$ cat config.mk
export PLATFORM = sky130hd
export DESIGN_NAME = traffic_ctrl_multi
export DESIGN_NICKNAME = d
export VERILOG_FILES = /design/src/rtl/traffic_ctrl_multi.sv
export SDC_FILE = /design/constraint.sdc
export NUM_CORES = 1
export LEC_CHECK = 0
export ABC_AREA = 1
export CAP_MARGIN = 15
export CORE_MARGIN = 2
export CORE_UTILIZATION = 45
export DETAILED_ROUTE_END_ITERATION = 7
export DONT_BUFFER_PORTS = 1
export HOLD_SLACK_MARGIN = 0.05
export PLACE_DENSITY = 0.62
export SYNTH_ARGS = -nofsm -noshare
export SYNTH_HDL_FRONTEND = slang
export SYNTH_SLANG_ARGS = --single-unit
$ cat constraint.sdc
create_clock -name clk_i -period 3.2 [get_ports clk_i]
set_input_delay 0.96 -clock clk_i [delete_from_list [all_inputs] [get_ports clk_i]]
set_output_delay 0.96 -clock clk_i [all_outputs]
set_load 0.02 [all_outputs]
$ cat src/rtl/traffic_ctrl_multi.sv
// Round-robin traffic light controller for NUM_DIR approaches with adjustable
// per-approach green, shared yellow/all-red lengths, night flash and countdown display.
module traffic_ctrl_multi #(
  parameter int NUM_DIR   = 2,
  parameter int TIME_W    = 4,
  parameter int DEFAULT_G = 10,
  parameter int DEFAULT_Y = 3,
  parameter int DEFAULT_R = 2,
  parameter int DB_CYCLES = 65535,
  localparam int DW = (NUM_DIR > 1) ? $clog2(NUM_DIR) : 1
) (
  input  logic                   clk_i,
  input  logic                   rst_i,
  input  logic                   tick_i,
  input  logic [1:0]             mode_i,
  input  logic [DW-1:0]          dir_sel_i,
  input  logic [2:0]             btn_i,
  input  logic                   flash_i,
  output logic [3*NUM_DIR-1:0]   led_o,
  output logic [TIME_W-1:0]      time_o,
  output logic [DW-1:0]          phase_o
);
  localparam int LW = $clog2(DB_CYCLES + 1);
  localparam logic [2:0] C_RED = 3'b100, C_GRN = 3'b010, C_YEL = 3'b110,
                         C_WHT = 3'b111, C_OFF = 3'b000;
  localparam logic [TIME_W-1:0] T_MAX = '1;

  typedef enum logic [1:0] {GRN, YEL, ARD, FLS} state_t;

  state_t            state, state_nxt;
  logic [DW-1:0]     phase, phase_nxt, phase_inc;
  logic [TIME_W-1:0] ctime, ctime_nxt;
  logic              blink, blink_nxt;
  logic [TIME_W-1:0] glen [NUM_DIR];
  logic [TIME_W-1:0] ylen, rlen;
  logic [LW-1:0]     lockout;
  logic              dir_ok;
  logic [TIME_W-1:0] cur_len, new_len, disp;

  assign phase_o   = phase;
  assign phase_inc = (phase == DW'(NUM_DIR - 1)) ? '0 : phase + 1'b1;
  assign dir_ok    = ({1'b0, dir_sel_i} < (DW + 1)'(NUM_DIR));

  always_ff @(posedge clk_i) begin
    if (rst_i) begin
      state <= GRN;
      phase <= '0;
      ctime <= TIME_W'(DEFAULT_G);
      blink <= 1'b0;
    end else begin
      state <= state_nxt;
      phase <= phase_nxt;
      ctime <= ctime_nxt;
      blink <= blink_nxt;
    end
  end

  // Sequencing only advances on tick cycles; flash request wins over normal stepping.
  always_comb begin
    state_nxt = state;
    phase_nxt = phase;
    ctime_nxt = ctime;
    blink_nxt = blink;
    if (tick_i) begin
      if (flash_i) begin
        state_nxt = FLS;
        blink_nxt = ~blink;
      end else if (state == FLS) begin
        state_nxt = GRN;
        phase_nxt = '0;
        ctime_nxt = glen[0];
        blink_nxt = 1'b0;
      end else if (ctime != '0) begin
        ctime_nxt = ctime - 1'b1;
      end else begin
        case (state)
          GRN: begin
            state_nxt = YEL;
            ctime_nxt = ylen;
          end
          YEL: begin
            state_nxt = ARD;
            ctime_nxt = rlen;
          end
          default: begin
            state_nxt = GRN;
            phase_nxt = phase_inc;
            ctime_nxt = glen[phase_inc];
          end
        endcase
      end
    end
  end

  always_comb begin
    cur_len = '0;
    case (mode_i)
      2'b01:   cur_len = dir_ok ? glen[dir_sel_i] : '0;
      2'b10:   cur_len = ylen;
      2'b11:   cur_len = rlen;
      default: cur_len = '0;
    endcase
    if (btn_i[0])      new_len = TIME_W'(DEFAULT_G);
    else if (btn_i[1]) new_len = (cur_len == T_MAX) ? cur_len : cur_len + 1'b1;
    else               new_len = (cur_len == '0) ? cur_len : cur_len - 1'b1;
    if (mode_i == 2'b10 && btn_i[0]) new_len = TIME_W'(DEFAULT_Y);
    if (mode_i == 2'b11 && btn_i[0]) new_len = TIME_W'(DEFAULT_R);
  end

  always_ff @(posedge clk_i) begin
    if (rst_i) begin
      for (int i = 0; i < NUM_DIR; i++) glen[i] <= TIME_W'(DEFAULT_G);
      ylen    <= TIME_W'(DEFAULT_Y);
      rlen    <= TIME_W'(DEFAULT_R);
      lockout <= '0;
    end else if (lockout != '0) begin
      lockout <= lockout - 1'b1;
    end else if (btn_i != 3'b000) begin
      lockout <= LW'(DB_CYCLES);
      case (mode_i)
        2'b01:   if (dir_ok) glen[dir_sel_i] <= new_len;
        2'b10:   ylen <= new_len;
        2'b11:   rlen <= new_len;
        default: ;
      endcase
    end
  end

  always_comb begin
    case (mode_i)
      2'b00:   disp = (state == FLS) ? '0 : ctime;
      2'b01:   disp = dir_ok ? glen[dir_sel_i] : '0;
      2'b10:   disp = ylen;
      default: disp = rlen;
    endcase
  end

  always_ff @(posedge clk_i) begin
    if (rst_i) time_o <= TIME_W'(DEFAULT_G);
    else       time_o <= disp;
  end

  always_comb begin
    led_o = '0;
    for (int i = 0; i < NUM_DIR; i++) begin
      if (state == FLS) begin
        led_o[3*i +: 3] = blink ? ((i == 0) ? C_YEL : C_RED) : C_OFF;
      end else begin
        case (mode_i)
          2'b00: begin
            if (state == ARD || DW'(i) != phase) led_o[3*i +: 3] = C_RED;
            else led_o[3*i +: 3] = (state == GRN) ? C_GRN : C_YEL;
          end
          2'b01:   led_o[3*i +: 3] = (dir_ok && DW'(i) == dir_sel_i) ? C_GRN : C_RED;
          2'b10:   led_o[3*i +: 3] = C_YEL;
          default: led_o[3*i +: 3] = C_WHT;
        endcase
      end
    end
  end
endmodule

== Word-level counts from Yosys, hierarchy flattened ==
Memory sizes are Yosys's and may differ from the RTL's.
Index checks and enable logic that the tools add are counted.
Storage, ports and cells
  input port bits: 10
  word-level logic and storage cells: 93
  ROM bits: 0
  output and inout bits: 11
  flip-flop bits (word level): 36
  bits in latches: 0
  memories: 1
  RAM bits: 8
Cells by class
  mux-type cells: 45
  divide/modulo/power cells: 0
  equal/unequal tests: 10
  magnitude comparators: 0
  $add $sub $neg: 5
  bitwise gates (word level): 4
  shift-type cells: 0
  reduce and logical (&&, ||, !) cells: 20
  $mul: 0
Memory list
  glen: words 2, width 4, read ports 3, clocked after memory_dff 0, write ports 2, line 34  | logic [TIME_W-1:0] glen [NUM_DIR];
Operators with widths (number)
  2-to-1 mux 4 bit: 10
  2-to-1 mux 16 bit: 2
  2-to-1 mux 3 bit: 9
  one-hot mux 4 bit (3 select lines): 2
  one-hot mux 3 bit (3 select lines): 2
  nonzero test 16 bit: 1
  subtractor 16 x 1 -> 16 bit (second input constant): 1
  2-to-1 mux 1 bit: 15
  == test 2 bit (second input constant): 4
  one-hot mux 4 bit (2 select lines): 1
  subtractor 4 x 1 -> 4 bit (second input constant): 2
  2-to-1 mux 2 bit: 3
  AND reduction 2 bit: 3
  AND reduction 3 bit: 2
  adder 4 x 1 -> 4 bit (second input constant): 1
  == test 2 x 1 -> 1 bit (second input constant): 2
  == test 4 bit (second input constant): 1
  logical NOT 2 bit: 2
  logical NOT 4 bit: 1
  != test 2 x 1 -> 1 bit (second input constant): 2
  NOT 1 bit: 4
  one-hot mux 2 bit (2 select lines): 1
  AND reduction 4 bit: 1
  nonzero test 2 bit: 2
  8 further kinds: 10

== Longest topological paths before layout ==
Gate-level depths: netlist of the first run.
  depth in word-level cells: 9
  mapped depth: 16
  mapped depth without buffers: 15

== Worst setup path before layout of the first run ==
Ideal clock, no wire load.
  path type: input-to-output
  from: input port mode_i[0]
  to: output port led_o[3]
  data arrival time: 1.839 ns
  cell stages on the path: 4
  path slack: 0.401 ns
  data required time: 2.240 ns
  buffers on the path: 2
  cell sequence: buf_4 nand2_1 nor2_1 buf_4
On the way
  longest elaborated chain between the ends: 3
  elaborated cells on any way between the ends: 5
  classes of those cells: 2 x eq/ne; 2 x mux; 1 x reduce/logical
Ends and longest elaborated chain
  start: declaration: line 15  | input logic [1:0] mode_i,
  == test 2 bit (tied with other cells): line 149  | case (mode_i)
  one-hot mux 3 bit (3 select lines) *: line 149
  2-to-1 mux 3 bit *: line 146  | if (state == FLS) begin
  end: declaration: line 19  | output logic [3*NUM_DIR-1:0] led_o,
Every way passes the cells marked *; elsewhere a longest branch is shown, timed or not.

== Final worst setup path of the first run ==
  from: register state[1]
  to: output port led_o[1]
On the way
  longest elaborated chain between the ends: 5
  elaborated cells on any way between the ends: 6
  classes of those cells: 2 x eq/ne; 3 x mux; 1 x reduce/logical
Ends and longest elaborated chain
  start: declaration: line 30  | state_t state, state_nxt;
  start signal: assignment: line 51  | state <= state_nxt;
  == test 2 bit: line 151  | if (state == ARD || DW'(i) != phase) led_o[3*i +: 3] = C_RED;
  logical OR 1 bit: line 151
  2-to-1 mux 3 bit: line 151
  one-hot mux 3 bit (3 select lines): line 149
  2-to-1 mux 3 bit *: line 146
Marked as above.

==> summary.txt, run 1 <==
Die
  – Die Y: between 80 and 90 µm
  – Rows: 28
  – Die ar.: 6878 µm²
  – Initial Utilization: 0.4708
  – Chip width: about 83 µm
  – Io pins: 21
  – Core area: 5956 µm²

Logic synthesis
  – Post-synthesis cell area: 2804 µm²
  – Largest cells by area after synthesis: dfxtp_1 26%, nand2_1 12%, edfxtp_1 8.6%, inv_1 7.5%, nor2_1 5.0%
  – Post-Synthesis Cells: a little over 400
  – Synth Warn #: 0
  – Syn nets: around 420
  – Share of the synthesized area in the top cell type: 0.2570
  – Cell variety after synth: 38
  – Syn avg cell area: 6.856 µm²
  – Share of the yosys chip area belonging to registers: 0.3427
  – Post-synth EDFFs: 8
  – Synth Flop Type: dfxtp_1
  – Area leader, netlist: dfxtp_1
  – Synth Register Bits: 44
  – Async S/R FF share, synth: 0

Finish
  – Post-Layout Cell Count: 490
  – Share of cells above drive strength 1: 0.1325
  – Nets: roughly 430
  – Final core utilization: 0.5002
  – Area Growth Syn to Fin: 6.247%
  – N_diodes: 0
  – Cell area after layout: between 2000 and 3000 µm²

Clock network
  – CTS resizes: 0
  – CTS sink cnt: 44
  – Hold-fix buffer count after cts: 0
  – Post-CTS Repair Setup Buffers: 0
  – Max clock buf depth: 2
  – CTS Root Cell: clkbuf_8
  – Cts bufs inserted: 5
  – Worst-path clk slew: around 80 ps
  – CTS H-Tree Depth: 2
  – Latest clock arrival within the worst-skew pair: 300 ps
  – TritonCTS clock tree: yes

Detailed routing
  – Via count: 2,652
  – First drt pass iteration count: 4
  – Vias/cell: approximately 5.4
  – Detail Route Antenna Nets: 0
  – Drt drc: 0
  – DR WL/cell: ~15 µm
  – DR iter-0 viols: 161
  – Final WL: roughly 7200 µm

Timing
  – Final Skew: about 4.4 ps
  – Post-route setup TNS: 0 ps
  – Fin crit period: about 2700 ps
  – Final worst slack: approximately 530 ps
  – Hold slack: 462.4 ps
  – Slew @ Worst Pin: roughly 430 ps
  – Final Hold Fails: 0
  – Final cycle utilization of the critical path: 0.8330
  – Unrepaired setup endpoints after global routing: false
  – Setup-failing EPs final: 0
  – Fmax: between 0.3 and 0.4 GHz
  – Relative slew slack: 0.7151
  – Final Max Slew Viols: 0

Setup path
  – Worst EP required: approximately 2200 ps
  – CP cell instances: nand2_1, inv_1, nand2_1, o21ai_0, buf_4
  – Crit-path most repeated cell: nand2_1
  – Data arrival time of the critical path: 1710 ps
  – CP max stage cell: dfxtp_1
  – Startpoint types: flop
  – Crit path kind: reg -> out
  – Max incr delay on CP: 480 ps
  – Crit Path Max Fanout: 12
  – CP endpoint kind: output port

Placed design
  – Setup Slack @ Placement: around 600 ps
  – IO buf count: 0
  – Placed inst area: 2898 µm²
  – # placed instances: 482
  – Final HPWL DP: roughly 5500 µm
  – Placer Congestion: around 0.95

Min path
  – Hold WC Path Type: reg -> reg

Power
  – Power per Cell Area: ~630 nW/µm²
  – Static leakage: between 1 and 1.5 nW
  – Overall power: around 1.9 mW
  – Worst vdd ir: about 360 µV

GRT
  – Grt total ovfl: 0
  – Global-route wire length before repair: between 10,000 and 15,000 µm
  – Largest net degree at the start of global routing: 21
  – Vias in the first global route: approximately 2,400
  – GRT Total Usage: 0.2106
  – Initial antenna violation count: 0

Status
  – Outcome: finished, final reports clean

Flow run
  – Max Cap Viol: 0
## area by class of cell
type,instances,area (µm²)
inverters,64,242.7
well taps,75,93.84
clock buffers,7,76.32
multi-input cells,292,1548
clock inverters,1,5.005
repair buffers,7,52.55
fillers,637,2977
flip-flops and latches,44,960.9
## registers in the layout, indices dropped and copies added (netlist names)
| name | count |
|---|---|
| lockout | 16 |
| glen | 8 |
| ctime | 4 |
| rlen | 4 |
| time_o | 4 |
| ylen | 4 |
| state | 2 |
| blink | 1 |
| phase_o | 1 |
## synth_stat cells, types with 6 or more instances
cell	instances
nand2_1	86
inv_1	56
nor2_1	37
dfxtp_1	36
o21ai_0	27
a21oi_1	26
nand3_1	26
a31oi_1	12
nand2_2	9
nand4_1	9
nor3_1	9
edfxtp_1	8
nor2_2	8
inv_2	7
o211ai_1	7
nand3_2	6
## path summary, 6_finish.rpt
path	startpoint	end	slack (ps)	depth (start not counted)
setup / recovery	state[1]	led_o[1]	530	5
hold / removal	ctime[1]	ctime[1]	460	2
setup reg to reg	lockout[0]	glen[1][2]	1180	10
hold reg to reg	ctime[1]	ctime[1]	460	2
## kinds of logic after synthesis
family                   count (synthesis)  share of synthesized area
adder cells (fa/ha/maj)                  5                    0.02231
XOR/XNOR                                 1                   0.003124
flip-flops                              44                     0.3427
buffers and inverters                   73                     0.1053
AO/OA/AOI/OAI                           87                     0.1847
AND/OR/NAND/NOR                        199                     0.3418
## worst max-delay path: cells and delay by family, from the launching register on
family / cells / cell delay (ps)
buffers and inverters: 2 / 490
DFF: 1 / 480
and+or+nand+nor: 2 / 340
AOI/OAI and AO/OA: 1 / 90
## report_power, final
part           leakage [nW]  switching [mW]  internal [mW]
clock network        0.0422           0.189          0.153
registers             0.364          0.0915          0.665
logic                 0.937           0.524          0.264
## cell usage in the layout, fill, tap and decap left out, types with 2 or more instances in the layout
cell type,netlist,routed
a211oi_1,4,4
a21oi_1,26,26
a31oi_1,12,12
a32oi_1,2,2
buf_4,3,7
clkbuf_1,5,2
clkbuf_8,0,5
dfxtp_1,36,36
edfxtp_1,8,8
ha_1,5,5
inv_1,56,56
inv_2,7,7
nand2_1,86,86
nand2_2,9,9
nand2_4,2,2
nand3_1,26,26
nand3_2,6,6
nand4_1,9,9
nor2_1,37,37
nor2_2,8,8
nor2_4,2,2
nor3_1,9,9
o211ai_1,7,7
o21ai_0,27,27
o21ai_1,2,2
o311ai_0,2,2
## metal layers
layer | vias to the layer above | global-route usage | wire (µm)
met5 | - | 0 | 0
met4 | 0 | 0.05365 | 95
met3 | 11 | 0.05169 | 441
met2 | 69 | 0.3372 | 3131
met1 | 1201 | 0.2849 | 3521
li1 | 1371 | - | -
No activity file was read; power rests on OpenSTA's default activity.
==> run 2: changes to the inputs <==
- clock period: 3.2 -> 2.6 ns (I/O delays scaled with it)
==> summary.txt, run 2 (synthesized netlist as in run 1, its figures left out) <==
Finish
  – N_diodes: 0
  – Nets: 430
  – Sequential cell area: just under 1000 µm²
  – Largest regs: lockout: 16 flops, glen: 8 flops
  – Commonest non-fill, non-tap cells in the layout: 85 x nand2_1, 55 x inv_1, 37 x nor2_1, 36 x dfxtp_1, 27 x o21ai_0
  – Cell area after layout: between 3000 and 4000 µm²
  – Area Growth Syn to Fin: 7.630%
  – Max FFs per register: 16
  – Share of cells above drive strength 1: 0.1394
  – Biggest register: lockout
  – Multi-input logic area: between 1500 and 2000 µm²
  – Fillers: just over 600
  – Most common cell after layout, fill and taps aside: nand2_1
  – Final core utilization: 0.5067

Timing
  – Final cycle utilization of the critical path: 0.9039
  – Slew @ Worst Pin: around 380 ps
  – Final Max Slew Viols: 0
  – Post-route setup TNS: 0 ps
  – Fin crit period: around 2400 ps
  – Fmax: 0.4255 GHz
  – Unrepaired setup endpoints after global routing: false
  – Setup-failing EPs final: 0
  – Relative slew slack: 0.7442
  – Final Hold Fails: 0
  – Final Skew: around 2.5 ps
  – Hold slack: approximately 470 ps

Setup path
  – Delay-heaviest family, CP: flip-flops
  – Startpoint types: flop
  – Data arrival time of the critical path: approximately 1600 ps
  – CP Buf/Inv Count: 2
  – Crit Path Max Fanout: 12
  – Worst EP required: 1820 ps
  – Max incr delay on CP: 500 ps
  – CP max stage cell: dfxtp_1
  – Crit path kind: reg -> out
  – CP cell instances: nand2_2, clkinvlp_4, nand2_1, o21ai_0, buf_4
  – CP endpoint kind: output port

Detailed routing
  – Detail Route Antenna Nets: 0
  – DR iter-0 viols: about 210
  – DR WL/cell: 14.86 µm
  – Drt drc: 0
  – Final WL: 7296 µm
  – First drt pass iteration count: 5
  – Vias/cell: between 5 and 6
  – Via count: roughly 2,700

Min path
  – Hold WC Path Type: reg -> reg

Die
  – Chip width: 82.94 µm
  – Io pins: 21
  – Die Y: approximately 83 µm
  – Rows: 28
  – Die ar.: a little under 7000 µm²
  – Core area: approximately 6000 µm²
  – Initial Utilization: 0.4708

Power
  – Power per Cell Area: roughly 800 nW/µm²
  – Worst vdd ir: 474.5 µV
  – Static leakage: between 1 and 1.5 nW

Clock network
  – CTS Root Cell: clkbuf_8
  – CTS resizes: 0
  – Post-CTS Repair Setup Buffers: 0
  – CTS sink cnt: 44
  – Cts bufs inserted: 5
  – Worst-path clk slew: roughly 80 ps
  – Hold-fix buffer count after cts: 0
  – Latest clock arrival within the worst-skew pair: about 290 ps
  – CTS H-Tree Depth: 2
  – Max clock buf depth: 2
  – TritonCTS clock tree: yes

GRT
  – GRT Total Usage: 0.2147
  – Largest net degree at the start of global routing: 18
  – Global-route wire length before repair: 12,050 µm
  – Initial antenna violation count: 0
  – Vias in the first global route: about 2,400
  – Grt total ovfl: 0

Placed design
  – Placed inst area: ~2900 µm²
  – Placer Congestion: 0.9681
  – IO buf count: 0
  – Final HPWL DP: ~5600 µm

Flow run
  – Max Cap Viol: 0

Status
  – Outcome: finished, final reports clean
-- run 2: metrics by stage --
stage	power (mW)	cells	worst slack (ps)
5_1_grt	2.607	491	113.0
4_1_cts	2.420	491	72.12
3_3_place_gp	1.895	483	257.1
6_report	2.421	491	250.0
3_5_place_dp	1.897	483	274.1
2_1_floorplan	1.708	409	160.7
-- run 2: path summary, 6_finish.rpt --
| check | startpoint | end | slack [ps] | cells past startpoint |
|---|---|---|---|---|
| setup reg to reg | lockout[0] | glen[0][0] | 570 | 10 |
| setup / recovery | state[1] | led_o[2] | 250 | 5 |
| hold / removal | ctime[1] | ctime[1] | 470 | 2 |
| hold reg to reg | ctime[1] | ctime[1] | 470 | 2 |
-- run 2: per-layer routing --
| metal | vias up | wire, µm | global-route usage |
|---|---|---|---|
| met5 | - | 0 | 0 |
| li1 | 1382 | - | - |
| met2 | 99 | 3207 | 0.3380 |
| met3 | 11 | 453 | 0.04274 |
| met1 | 1169 | 3529 | 0.2980 |
| met4 | 0 | 106 | 0.06408 |
-- run 2: layout make-up --
class,count,area share
well taps,75,0.03109
repair buffers,8,0.01990
inverters,64,0.08167
clock buffers,5,0.02280
flip-flops and latches,44,0.3184
multi-input cells,292,0.5137
clock inverters,3,0.01244
-- run 2: worst min-delay path: stages, from the launching register on --
cell	delay, ps
dfxtp_1	340
a21oi_1	70
nand2_1	50
-- run 2: power breakdown --
group	switching, mW	internal (mW)	total (mW)
registers	0.114	0.818	0.933
clock network	0.243	0.280	0.523
logic	0.638	0.328	0.966
total	0.994	1.43	2.42
==> run 3: changes to the inputs <==
- CTS_BUF_LIST: not set -> sky130_fd_sc_hd__clkbuf_16
- GPL_ROUTABILITY_DRIVEN: not set -> 1
- PLACE_DENSITY: 0.62 -> 0.66
==> summary.txt, run 3 (synthesized netlist as in run 1, its figures left out) <==
Status
  – Outcome: finished, final reports clean

Power
  – Power per Cell Area: about 840 nW/µm²
  – Worst vdd ir: about 430 µV
  – Static leakage: approximately 1.4 nW

Die
  – Die Y: between 80 and 90 µm
  – Io pins: 21
  – Rows: 28
  – Core area: between 5000 and 6000 µm²
  – Die ar.: 6878 µm²
  – Initial Utilization: 0.4708
  – Chip width: between 80 and 90 µm

GRT
  – Largest net degree at the start of global routing: 18
  – Initial antenna violation count: 0
  – Vias in the first global route: about 2,500
  – Grt total ovfl: 0
  – Global-route wire length before repair: 12,420 µm
  – GRT Total Usage: 0.2188

Finish
  – Largest regs: lockout: 16 flops, glen: 8 flops
  – Most common cell after layout, fill and taps aside: nand2_1
  – N_diodes: 0
  – Area Growth Syn to Fin: 9.237%
  – Post-Layout Cell Count: just under 500
  – Share of cells above drive strength 1: 0.1373
  – Cell area after layout: 3063 µm²
  – Max FFs per register: 16
  – Nets: between 400 and 500
  – Commonest non-fill, non-tap cells in the layout: 86 x nand2_1, 56 x inv_1, 37 x nor2_1, 36 x dfxtp_1, 27 x o21ai_0
  – Biggest register: lockout

Timing
  – Final Max Slew Viols: 0
  – Final Skew: approximately 3 ps
  – Final Hold Fails: 0
  – Relative slew slack: 0.7414
  – Final cycle utilization of the critical path: 0.9440
  – Slew @ Worst Pin: about 380 ps
  – Fmax: between 0.4 and 0.5 GHz
  – Setup-failing EPs final: 0
  – Unrepaired setup endpoints after global routing: false
  – Post-route setup TNS: 0 ps
  – Fin crit period: between 2000 and 2500 ps

Clock network
  – CTS H-Tree Depth: 2
  – TritonCTS clock tree: yes
  – Latest clock arrival within the worst-skew pair: approximately 280 ps
  – Max clock buf depth: 2
  – Hold-fix buffer count after cts: 0
  – Worst-path clk slew: 60 ps
  – Cts bufs inserted: 5
  – CTS sink cnt: 44
  – CTS Root Cell: clkbuf_16
  – Post-CTS Repair Setup Buffers: 0

Placed design
  – Placed inst area: 2905 µm²
  – Placer Congestion: between 0.9 and 1
  – # placed instances: 483
  – Final HPWL DP: approximately 5700 µm
  – IO buf count: 0

Setup path
  – Crit path kind: reg -> out
  – Worst EP required: 1820 ps
  – Reg-to-reg startpoint: lockout[0]
  – Crit path from: state[1]
  – Startpoint types: flop
  – Data arrival time of the critical path: 1670 ps
  – Crit Path Max Fanout: 12
  – CP Buf/Inv Count: 2
  – CP cell instances: nand2_1, clkinvlp_4, nor2_1, buf_4
  – Max incr delay on CP: 370 ps
  – Delay-heaviest family, CP: buffers and inverters
  – CP endpoint kind: output port
  – CP max stage cell: dfxtp_1

Detailed routing
  – Via count: 2,716
  – First drt pass iteration count: 4
  – DR WL/cell: roughly 15 µm
  – Drt drc: 0
  – Final WL: between 7000 and 8000 µm
  – DR iter-0 viols: 233
  – Vias/cell: 5.543
  – Detail Route Antenna Nets: 0

Flow run
  – Max Cap Viol: 0

Min path
  – Hold WC Path Type: reg -> reg
  – Hold path startpoint: ctime[1]
run 3: changes by cell type in the layout (fill, tap and decap cells not counted):
cell | before | now
bufinv_16 | 1 | 0
clkinv_1 | 2 | 0
clkbuf_16 | 0 | 6
inv_1 | 55 | 56
nand2_1 | 85 | 86
clkbuf_8 | 5 | 0
nand2_2 | 10 | 9
run 3: layer usage:
layer  share of wire  track usage  routed length (µm)
met1            0.49       0.3144                3617
met2            0.44       0.3321                3268
met3           0.064      0.04970                 474
met4           0.011      0.05365                  82
met5               0            0                   0
run 3: stage by stage:
step / hold slack (ps) / setup slack, ps / util / total power [mW]
after CTS: 470.0 / 62.42 / 0.5137 / 2.572
after global placement: 451.3 / 199.8 / 0.4878 / 1.890
final: 470.1 / 145.5 / 0.5143 / 2.565
after floorplan: 439.6 / 160.7 / - / 1.708
after global routing: 490.0 / 45.58 / 0.5143 / 2.755
after detailed placement: 454.5 / 173.8 / 0.4878 / 1.907
run 3: tightest hold or removal path, delay by kind of cell, from the launching register on:
| kind | cells | cell delay (ps) |
|---|---|---|
| AOI/OAI and AO/OA | 1 | 70 |
| DFF | 1 | 330 |
| and+or+nand+nor | 1 | 50 |
run 3: path summary, 6_finish.rpt:
path	end	slack [ps]	cells after the start
min	ctime[1]	470	2
max	led_o[0]	150	4
max reg2reg	glen[1][2]	500	10
min reg2reg	ctime[1]	470	2
run 3: final cells by class:
| cell class | instances | area [µm²] |
|---|---|---|
| clock inverter | 1 | 3.754 |
| multi-input combinational | 292 | 1548 |
| sequential | 44 | 960.9 |
| inverter | 64 | 246.5 |
| tap | 75 | 93.84 |
| timing repair buffer | 8 | 60.06 |
| fill | 604 | 2893 |
| clock buffer | 6 | 150.1 |
run 3: what timing repair did:
action,4_1_cts,5_1_grt
setup endpoints to repair,0,3
hold endpoints to repair,0,0
resized for setup,0,1
run 3: report_power, final:
part | switching, mW | internal, mW | total, mW
Combinational | 0.650 | 0.328 | 0.978
Clock | 0.250 | 0.405 | 0.655
Sequential | 0.112 | 0.820 | 0.932
Total | 1.01 | 1.55 | 2.56
